`config.mk`:
```
export PLATFORM = sky130hd
export DESIGN_NAME = sram_rw0_ctrl
export DESIGN_NICKNAME = d
export VERILOG_FILES = /design/src/rtl/sram_ctrl_pkg.sv /design/src/rtl/sram_rsp_fifo.sv /design/src/rtl/sram_rw0_ctrl.sv
export SDC_FILE = /design/constraint.sdc
export NUM_CORES = 1
export LEC_CHECK = 0
export CAP_MARGIN = 15
export CORE_MARGIN = 2
export CORE_UTILIZATION = 40
export CTS_BUF_LIST = sky130_fd_sc_hd__clkbuf_2 sky130_fd_sc_hd__clkbuf_4 sky130_fd_sc_hd__clkbuf_8
export DETAILED_ROUTE_END_ITERATION = 16
export PLACE_DENSITY = 0.75
export SLEW_MARGIN = 15
export SYNTH_ARGS = -nofsm -noshare
export SYNTH_HDL_FRONTEND = slang
export SYNTH_HIERARCHICAL = 1
export SYNTH_SLANG_ARGS = --single-unit
```
`constraint.sdc`:
```
create_clock -name clock -period 2.2 [get_ports clock]
set_input_delay 0.22 -clock clock [delete_from_list [all_inputs] [get_ports clock]]
set_output_delay 0.22 -clock clock [all_outputs]
set_load 0.05 [all_outputs]
```
`src/rtl/sram_ctrl_pkg.sv`:
```
// Shared widths, request/state types and the granule mask helper for the RW0 SRAM requester.
package sram_ctrl_pkg;

    localparam int ADDR_W = 9;
    localparam int DATA_W = 48;
    localparam int MASK_W = 8;
    localparam int GRAN   = DATA_W / MASK_W;

    typedef struct packed {
        logic              write;
        logic [ADDR_W-1:0] addr;
        logic [MASK_W-1:0] mask;
        logic [DATA_W-1:0] wdata;
    } sram_req_t;

    typedef enum logic [0:0] {
        ST_INIT = 1'b0,
        ST_RUN  = 1'b1
    } ctrl_state_e;

    // Spread one enable bit per granule across the whole data word.
    function automatic logic [DATA_W-1:0] expand_mask(input logic [MASK_W-1:0] mask);
        logic [DATA_W-1:0] bits;
        bits = '0;
        for (int g = 0; g < MASK_W; g++) begin
            bits[g*GRAN +: GRAN] = {GRAN{mask[g]}};
        end
        return bits;
    endfunction

endpackage

```
`src/rtl/sram_rsp_fifo.sv`:
```
// Small synchronous response FIFO with occupancy count; push and pop may coincide when full or empty.
module sram_rsp_fifo #(
    parameter int DEPTH = 2,
    parameter int WIDTH = 48
) (
    input  logic                       clock,
    input  logic                       reset_n,
    input  logic                       push,
    input  logic [WIDTH-1:0]           push_data,
    input  logic                       pop,
    output logic [WIDTH-1:0]           head,
    output logic [$clog2(DEPTH+1)-1:0] count,
    output logic                       full,
    output logic                       empty
);

    localparam int CNT_W = $clog2(DEPTH + 1);
    localparam int PTR_W = (DEPTH > 1) ? $clog2(DEPTH) : 1;

    logic [WIDTH-1:0] r_mem [DEPTH];
    logic [PTR_W-1:0] r_wr_ptr;
    logic [PTR_W-1:0] r_rd_ptr;
    logic [CNT_W-1:0] r_count;
    logic             w_do_push;
    logic             w_do_pop;

    function automatic logic [PTR_W-1:0] next_ptr(input logic [PTR_W-1:0] ptr);
        return (ptr == PTR_W'(DEPTH - 1)) ? {PTR_W{1'b0}} : ptr + {{(PTR_W-1){1'b0}}, 1'b1};
    endfunction

    assign full      = (r_count == CNT_W'(DEPTH));
    assign empty     = (r_count == {CNT_W{1'b0}});
    assign w_do_pop  = pop & ~empty;
    assign w_do_push = push & (~full | w_do_pop);
    assign head      = r_mem[r_rd_ptr];
    assign count     = r_count;

    // Storage, pointers and occupancy.
    always_ff @(posedge clock or negedge reset_n) begin
        if (!reset_n) begin
            r_wr_ptr <= {PTR_W{1'b0}};
            r_rd_ptr <= {PTR_W{1'b0}};
            r_count  <= {CNT_W{1'b0}};
            for (int i = 0; i < DEPTH; i++) begin
                r_mem[i] <= {WIDTH{1'b0}};
            end
        end else begin
            if (w_do_push) begin
                r_mem[r_wr_ptr] <= push_data;
                r_wr_ptr        <= next_ptr(r_wr_ptr);
            end
            if (w_do_pop) begin
                r_rd_ptr <= next_ptr(r_rd_ptr);
            end
            case ({w_do_push, w_do_pop})
                2'b10:   r_count <= r_count + {{(CNT_W-1){1'b0}}, 1'b1};
                2'b01:   r_count <= r_count - {{(CNT_W-1){1'b0}}, 1'b1};
                default: r_count <= r_count;
            endcase
        end
    end

endmodule

```
`src/rtl/sram_rw0_ctrl.sv`:
```
// Requester for a single-port masked SRAM (RW0): issue muxing, read capture and credit-limited responses.
// Optional SRAM_CTRL_INIT_EN adds a post-reset zero-fill sweep of every address before requests are taken.
module sram_rw0_ctrl #(
    parameter int ADDR_W    = 9,
    parameter int DATA_W    = 48,
    parameter int MASK_W    = 8,
    parameter int RSP_DEPTH = 2
) (
    input  logic              clock,
    input  logic              reset_n,
    input  logic              req_valid,
    output logic              req_ready,
    input  logic              req_write,
    input  logic [ADDR_W-1:0] req_addr,
    input  logic [MASK_W-1:0] req_mask,
    input  logic [DATA_W-1:0] req_wdata,
    output logic              rsp_valid,
    input  logic              rsp_ready,
    output logic [DATA_W-1:0] rsp_rdata,
    output logic              init_done,
    output logic [ADDR_W-1:0] RW0_addr,
    output logic              RW0_en,
    output logic              RW0_wmode,
    output logic [MASK_W-1:0] RW0_wmask,
    output logic [DATA_W-1:0] RW0_wdata,
    input  logic [DATA_W-1:0] RW0_rdata
);

    import sram_ctrl_pkg::*;

    localparam int CNT_W = $clog2(RSP_DEPTH + 1);

    logic             r_rd_pend;
    logic             r_init_done;
    logic             w_fire;
    logic             w_credit_ok;
    logic             w_pop;
    logic             w_fifo_full;
    logic             w_fifo_empty;
    logic [CNT_W-1:0] w_fifo_cnt;
    logic             w_sweeping;
    logic [ADDR_W-1:0] w_sweep_addr;

`ifdef SRAM_CTRL_INIT_EN
    localparam logic [0:0] S_INIT = ST_INIT;
    localparam logic [0:0] S_RUN  = ST_RUN;

    logic [0:0]        r_state;
    logic              r_live;
    logic [ADDR_W-1:0] r_sweep;

    // r_live keeps the sweep off the macro until the first edge after reset release.
    assign w_sweeping   = r_live & (r_state == S_INIT);
    assign w_sweep_addr = r_sweep;

    // Init FSM: one zero write per cycle, then hand over to requests.
    always_ff @(posedge clock or negedge reset_n) begin
        if (!reset_n) begin
            r_state     <= S_INIT;
            r_live      <= 1'b0;
            r_sweep     <= {ADDR_W{1'b0}};
            r_init_done <= 1'b0;
        end else begin
            r_live <= 1'b1;
            if (w_sweeping) begin
                r_sweep <= r_sweep + {{(ADDR_W-1){1'b0}}, 1'b1};
                if (r_sweep == {ADDR_W{1'b1}}) begin
                    r_state     <= S_RUN;
                    r_init_done <= 1'b1;
                end else begin
                    r_state     <= r_state;
                    r_init_done <= r_init_done;
                end
            end else begin
                r_sweep     <= r_sweep;
                r_state     <= r_state;
                r_init_done <= r_init_done;
            end
        end
    end
`else
    assign w_sweeping   = 1'b0;
    assign w_sweep_addr = {ADDR_W{1'b0}};

    // Ready from the first edge after reset release.
    always_ff @(posedge clock or negedge reset_n) begin
        if (!reset_n) begin
            r_init_done <= 1'b0;
        end else begin
            r_init_done <= 1'b1;
        end
    end
`endif

    // Credit counts only registered state, so a same-cycle pop does not free a slot.
    assign w_credit_ok = ~w_fifo_full &
                         (({1'b0, w_fifo_cnt} + {{CNT_W{1'b0}}, r_rd_pend}) < (CNT_W+1)'(RSP_DEPTH));
    assign req_ready   = r_init_done & (req_write | w_credit_ok);
    assign w_fire      = req_valid & req_ready;
    assign init_done   = r_init_done;
    assign rsp_valid   = ~w_fifo_empty;
    assign w_pop       = rsp_valid & rsp_ready;

    // Macro command mux: init sweep has priority, otherwise the accepted request.
    always_comb begin
        RW0_en    = 1'b0;
        RW0_wmode = 1'b0;
        RW0_addr  = {ADDR_W{1'b0}};
        RW0_wmask = {MASK_W{1'b0}};
        RW0_wdata = {DATA_W{1'b0}};
        if (w_sweeping) begin
            RW0_en    = 1'b1;
            RW0_wmode = 1'b1;
            RW0_addr  = w_sweep_addr;
            RW0_wmask = {MASK_W{1'b1}};
            RW0_wdata = {DATA_W{1'b0}};
        end else begin
            RW0_en    = w_fire;
            RW0_wmode = req_write;
            RW0_addr  = req_addr;
            if (req_write) begin
                RW0_wmask = req_mask;
                RW0_wdata = req_wdata;
            end else begin
                RW0_wmask = {MASK_W{1'b0}};
                RW0_wdata = {DATA_W{1'b0}};
            end
        end
    end

    // Marks the cycle in which RW0_rdata holds the data of a read issued last cycle.
    always_ff @(posedge clock or negedge reset_n) begin
        if (!reset_n) begin
            r_rd_pend <= 1'b0;
        end else begin
            r_rd_pend <= w_fire & ~req_write;
        end
    end

    sram_rsp_fifo #(
        .DEPTH (RSP_DEPTH),
        .WIDTH (DATA_W)
    ) u_fifo (
        .clock     (clock),
        .reset_n   (reset_n),
        .push      (r_rd_pend),
        .push_data (RW0_rdata),
        .pop       (w_pop),
        .head      (rsp_rdata),
        .count     (w_fifo_cnt),
        .full      (w_fifo_full),
        .empty     (w_fifo_empty)
    );

endmodule
```
==> implementation parameters <==
Parameter                              Value

Final layout
  Cell area after layout    7850 µm²
  Commonest non-fill, non-tap cells in the layout    142 x sky130_fd_sc_hd__mux2_2, 109 x sky130_fd_sc_hd__clkdlybuf4s50_1, 101 x sky130_fd_sc_hd__dfrtp_1
  Antenna diode count    0
  Filler Cell Count    909
  Count of nets after finishing    681
  Most common cell after layout, fill and taps aside    sky130_fd_sc_hd__mux2_2
  Multi-input logic area    2150 µm²
  Register Area    2550 µm²
  Area Overhead vs Synth    59.3%
  Fraction of layout cells with a size suffix above 1    46.8%

Power and ir drop
  Sequential fraction of design power    30.4%
  Net switching power    0.00499 W
  Static Leak    3.35 nW
  Switching part of the total    45.4%
  P per Cell Area    1400 nW/µm²
  Share of total power in combinational logic    59.8%
  Clock share of power    9.8%
  Internal power    0.00600 W
  Worst IR Drop VDD    0.000633 V

STA
  Total Negative Setup Slacks    0 ns
  Worst Skew    0.00628 ns
  Time the final worst path needs with I/O delays and setup    2.10 ns
  Setup repair after global routing missed its margin    false
  Max frequency    0.477 GHz
  Total count of max-transition violations in the final report    0
  Tightest slew margin relative to the limit    63.8%
  Least-Margin Pin Slew    0.543 ns
  Fin crit share    95.3%
  Final Hold Fails    0
  Count of final setup violators    0

Clocking
  Maximum level of the CTS H-tree    3
  Clock root buffer    sky130_fd_sc_hd__clkbuf_8
  Clock input transition at the sequential cells of the worst setup and hold paths    0.09 ns
  Clock buffer count from CTS    9
  Clock sinks    102
  Clock tree from TritonCTS    done
  Number of buffers on the longest clock path    2
  Clk Latency, worst-skew pair    0.35 ns
  Post-CTS Repair Setup Buffers    0

Routing
  Routed via count    3,494
  Mean number of vias per cell    4.90
  Detail-routed net length per standard cell    17.8 µm
  First-iteration detailed-routing DRC count    179
  Total length of routed wires    12,700 µm
  ANT nets after route    0
  Drt first pass iters    4
  DRC violation count after routing    0

GRT
  Number of antenna violations at the first check in global routing    0
  Maximum number of pins on one net before global-route repair    61
  Sum of overflow across all layers after global routing    0
  Total GRT Usage    19.3%
  Vias in the first global route    3,828
  First-pass GRT wire length    19,700 µm

Flow run
  Total of max-cap violations    0

Floorplanning
  Area of the core    12,000 µm²
  Die Area    13,200 µm²
  Number of core rows    40
  Die extent in x    115 µm
  Initial Util    41.0%
  Die extent in y    115 µm
  Top-level I/O count    236

Synth
  Synthesized area    4920 µm²
  Post-synthesis cell count    357
  Total nets after synthesis    476
  Post-synthesis area per instance    13.8 µm²
  Number of synthesized register bits    102
  Proportion of synthesized chip area in sequential cells    51.8%
  Syn. warnings    6
  Count of unique library cells instantiated by Yosys    23

Worst setup path
  Data arrival at the endpoint of the critical path    1.88 ns
  Crit path required time    1.98 ns
  Class of the most critical setup path    flop to primary output
  Kind of capture point of the worst setup path    primary output
  Max Fanout on Critical Path    37
  Critical path launch point type    flop

Placement
  Area of placed instances    7660 µm²
  RD Place Congestion    0.809
  Buffers added on ports    217
  Post-detailed-placement half-perimeter wirelength    9540 µm

Status
  Result of the run    completed

Hold path
  Path class of the lowest-slack min-delay path    input pin to asynchronous set/reset pin
metal layers:
layer	wire (µm)	part of all wire, %	track usage (%)
met5	0	0	0
met4	175	1.4	5.94
met3	1260	9.9	7.64
met2	6630	52	34.3
met1	4630	36	21.1
cells by family (layout without fill, tap and decap cells):
logic type               after synthesis  after routing  share of synthesized area (%)
multiplexers                         144            144                           32.9
flip-flops                           102            102                           51.8
AND/OR/NAND/NOR                       68             68                           8.71
buffers and inverters                 33            242                           4.88
XOR/XNOR                               5              5                          0.889
AO/OA/AOI/OAI                          3              3                          0.432
adder cells (fa/ha/maj)                1              1                          0.254
other                                  1              1                         0.0761
flip-flops by register name (all words and copies together), names as in the netlist:
signal           cells
u_fifo/r_rd_ptr      1
r_rd_pend            1
u_fifo/r_wr_ptr      1
u_fifo/r_mem        96
init_done            1
u_fifo/count         2
Yosys cell counts:
cell type	n	area [µm²]
sky130_fd_sc_hd__a211o_1	1	8.76
sky130_fd_sc_hd__a21boi_1	1	7.51
sky130_fd_sc_hd__a21oi_1	1	5.00
sky130_fd_sc_hd__and2_1	56	350
sky130_fd_sc_hd__buf_1	3	11.3
sky130_fd_sc_hd__buf_2	6	30.0
sky130_fd_sc_hd__buf_4	10	75.1
sky130_fd_sc_hd__buf_6	9	101
sky130_fd_sc_hd__clkbuf_2	3	15.0
sky130_fd_sc_hd__conb_1	1	3.75
sky130_fd_sc_hd__dfrtp_1	102	2550
sky130_fd_sc_hd__ha_1	1	12.5
sky130_fd_sc_hd__inv_1	2	7.51
sky130_fd_sc_hd__mux2_1	2	22.5
sky130_fd_sc_hd__mux2_2	142	1600
sky130_fd_sc_hd__nand2_1	2	7.51
sky130_fd_sc_hd__nand2b_1	1	6.26
sky130_fd_sc_hd__nor2_1	3	11.3
sky130_fd_sc_hd__nor2b_1	3	18.8
sky130_fd_sc_hd__nor3_2	1	10.0
sky130_fd_sc_hd__nor3b_2	2	25.0
sky130_fd_sc_hd__xnor2_1	3	26.3
sky130_fd_sc_hd__xor2_1	2	17.5
through the flow:
step                setup WS, ns  std cells  hold WS [ns]  power [W]  util, %
floorplan                  0.394        357       -0.0756    0.00802        -
global placement           0.221        697         0.238    0.00994     63.8
detailed placement         0.177        697         0.247     0.0101     63.8
CTS                       0.0182        713         0.393     0.0111     65.3
global route              0.0257        713         0.439     0.0115     65.3
finish                     0.103        713         0.395     0.0110     65.3
worst max-delay path: stages, from the launching register on:
cell and delay (ns):
sky130_fd_sc_hd__dfrtp_2 0.59, sky130_fd_sc_hd__buf_8 0.34, sky130_fd_sc_hd__mux2_2 0.39, sky130_fd_sc_hd__buf_4 0.19
final timing paths:
check / start / to / slack (ns) / cells past startpoint
min in group clock: req_addr[6] / RW0_addr[6] / 0.44 / 0
worst min register to register: u_fifo/r_mem[27] / u_fifo/r_mem[27] / 0.50 / 1
max in group asynchronous: reset_n / u_fifo/r_mem[52] / 1.09 / 3
worst max-delay path: u_fifo/r_rd_ptr / rsp_rdata[24] / 0.10 / 3
worst max register to register: u_fifo/count[0] / u_fifo/count[1] / 0.18 / 7
worst min-delay path: reset_n / u_fifo/r_mem[91] / 0.40 / 2
what timing repair did:
item	in CTS	in global routing
hold endpoints to repair	42	0
pin swaps	0	0
setup endpoints to repair	48	36
gates resized for setup	13	2
hold buffers	1	0
cell type report:
class | instances | share of cell area (%)
Timing Repair Buffer | 225 | 35.4
Sequential cell | 102 | 32.6
Multi-Input combinational cell | 222 | 27.4
Tap cell | 147 | 2.34
Clock buffer | 14 | 2.22
Inverter | 2 | 0.0957
Clock inverter | 1 | 0.0638
power groups by stage:
stage | sequential (W) | combinational (W) | clock [W]
floorplan | 0.00317 | 0.00486 | 0
CTS | 0.00333 | 0.00663 | 0.00112
global route | 0.00344 | 0.00689 | 0.00119
finish | 0.00334 | 0.00657 | 0.00108
global placement | 0.00329 | 0.00665 | 0
detailed placement | 0.00337 | 0.00672 | 0
Power figures use the tool's default switching activity.
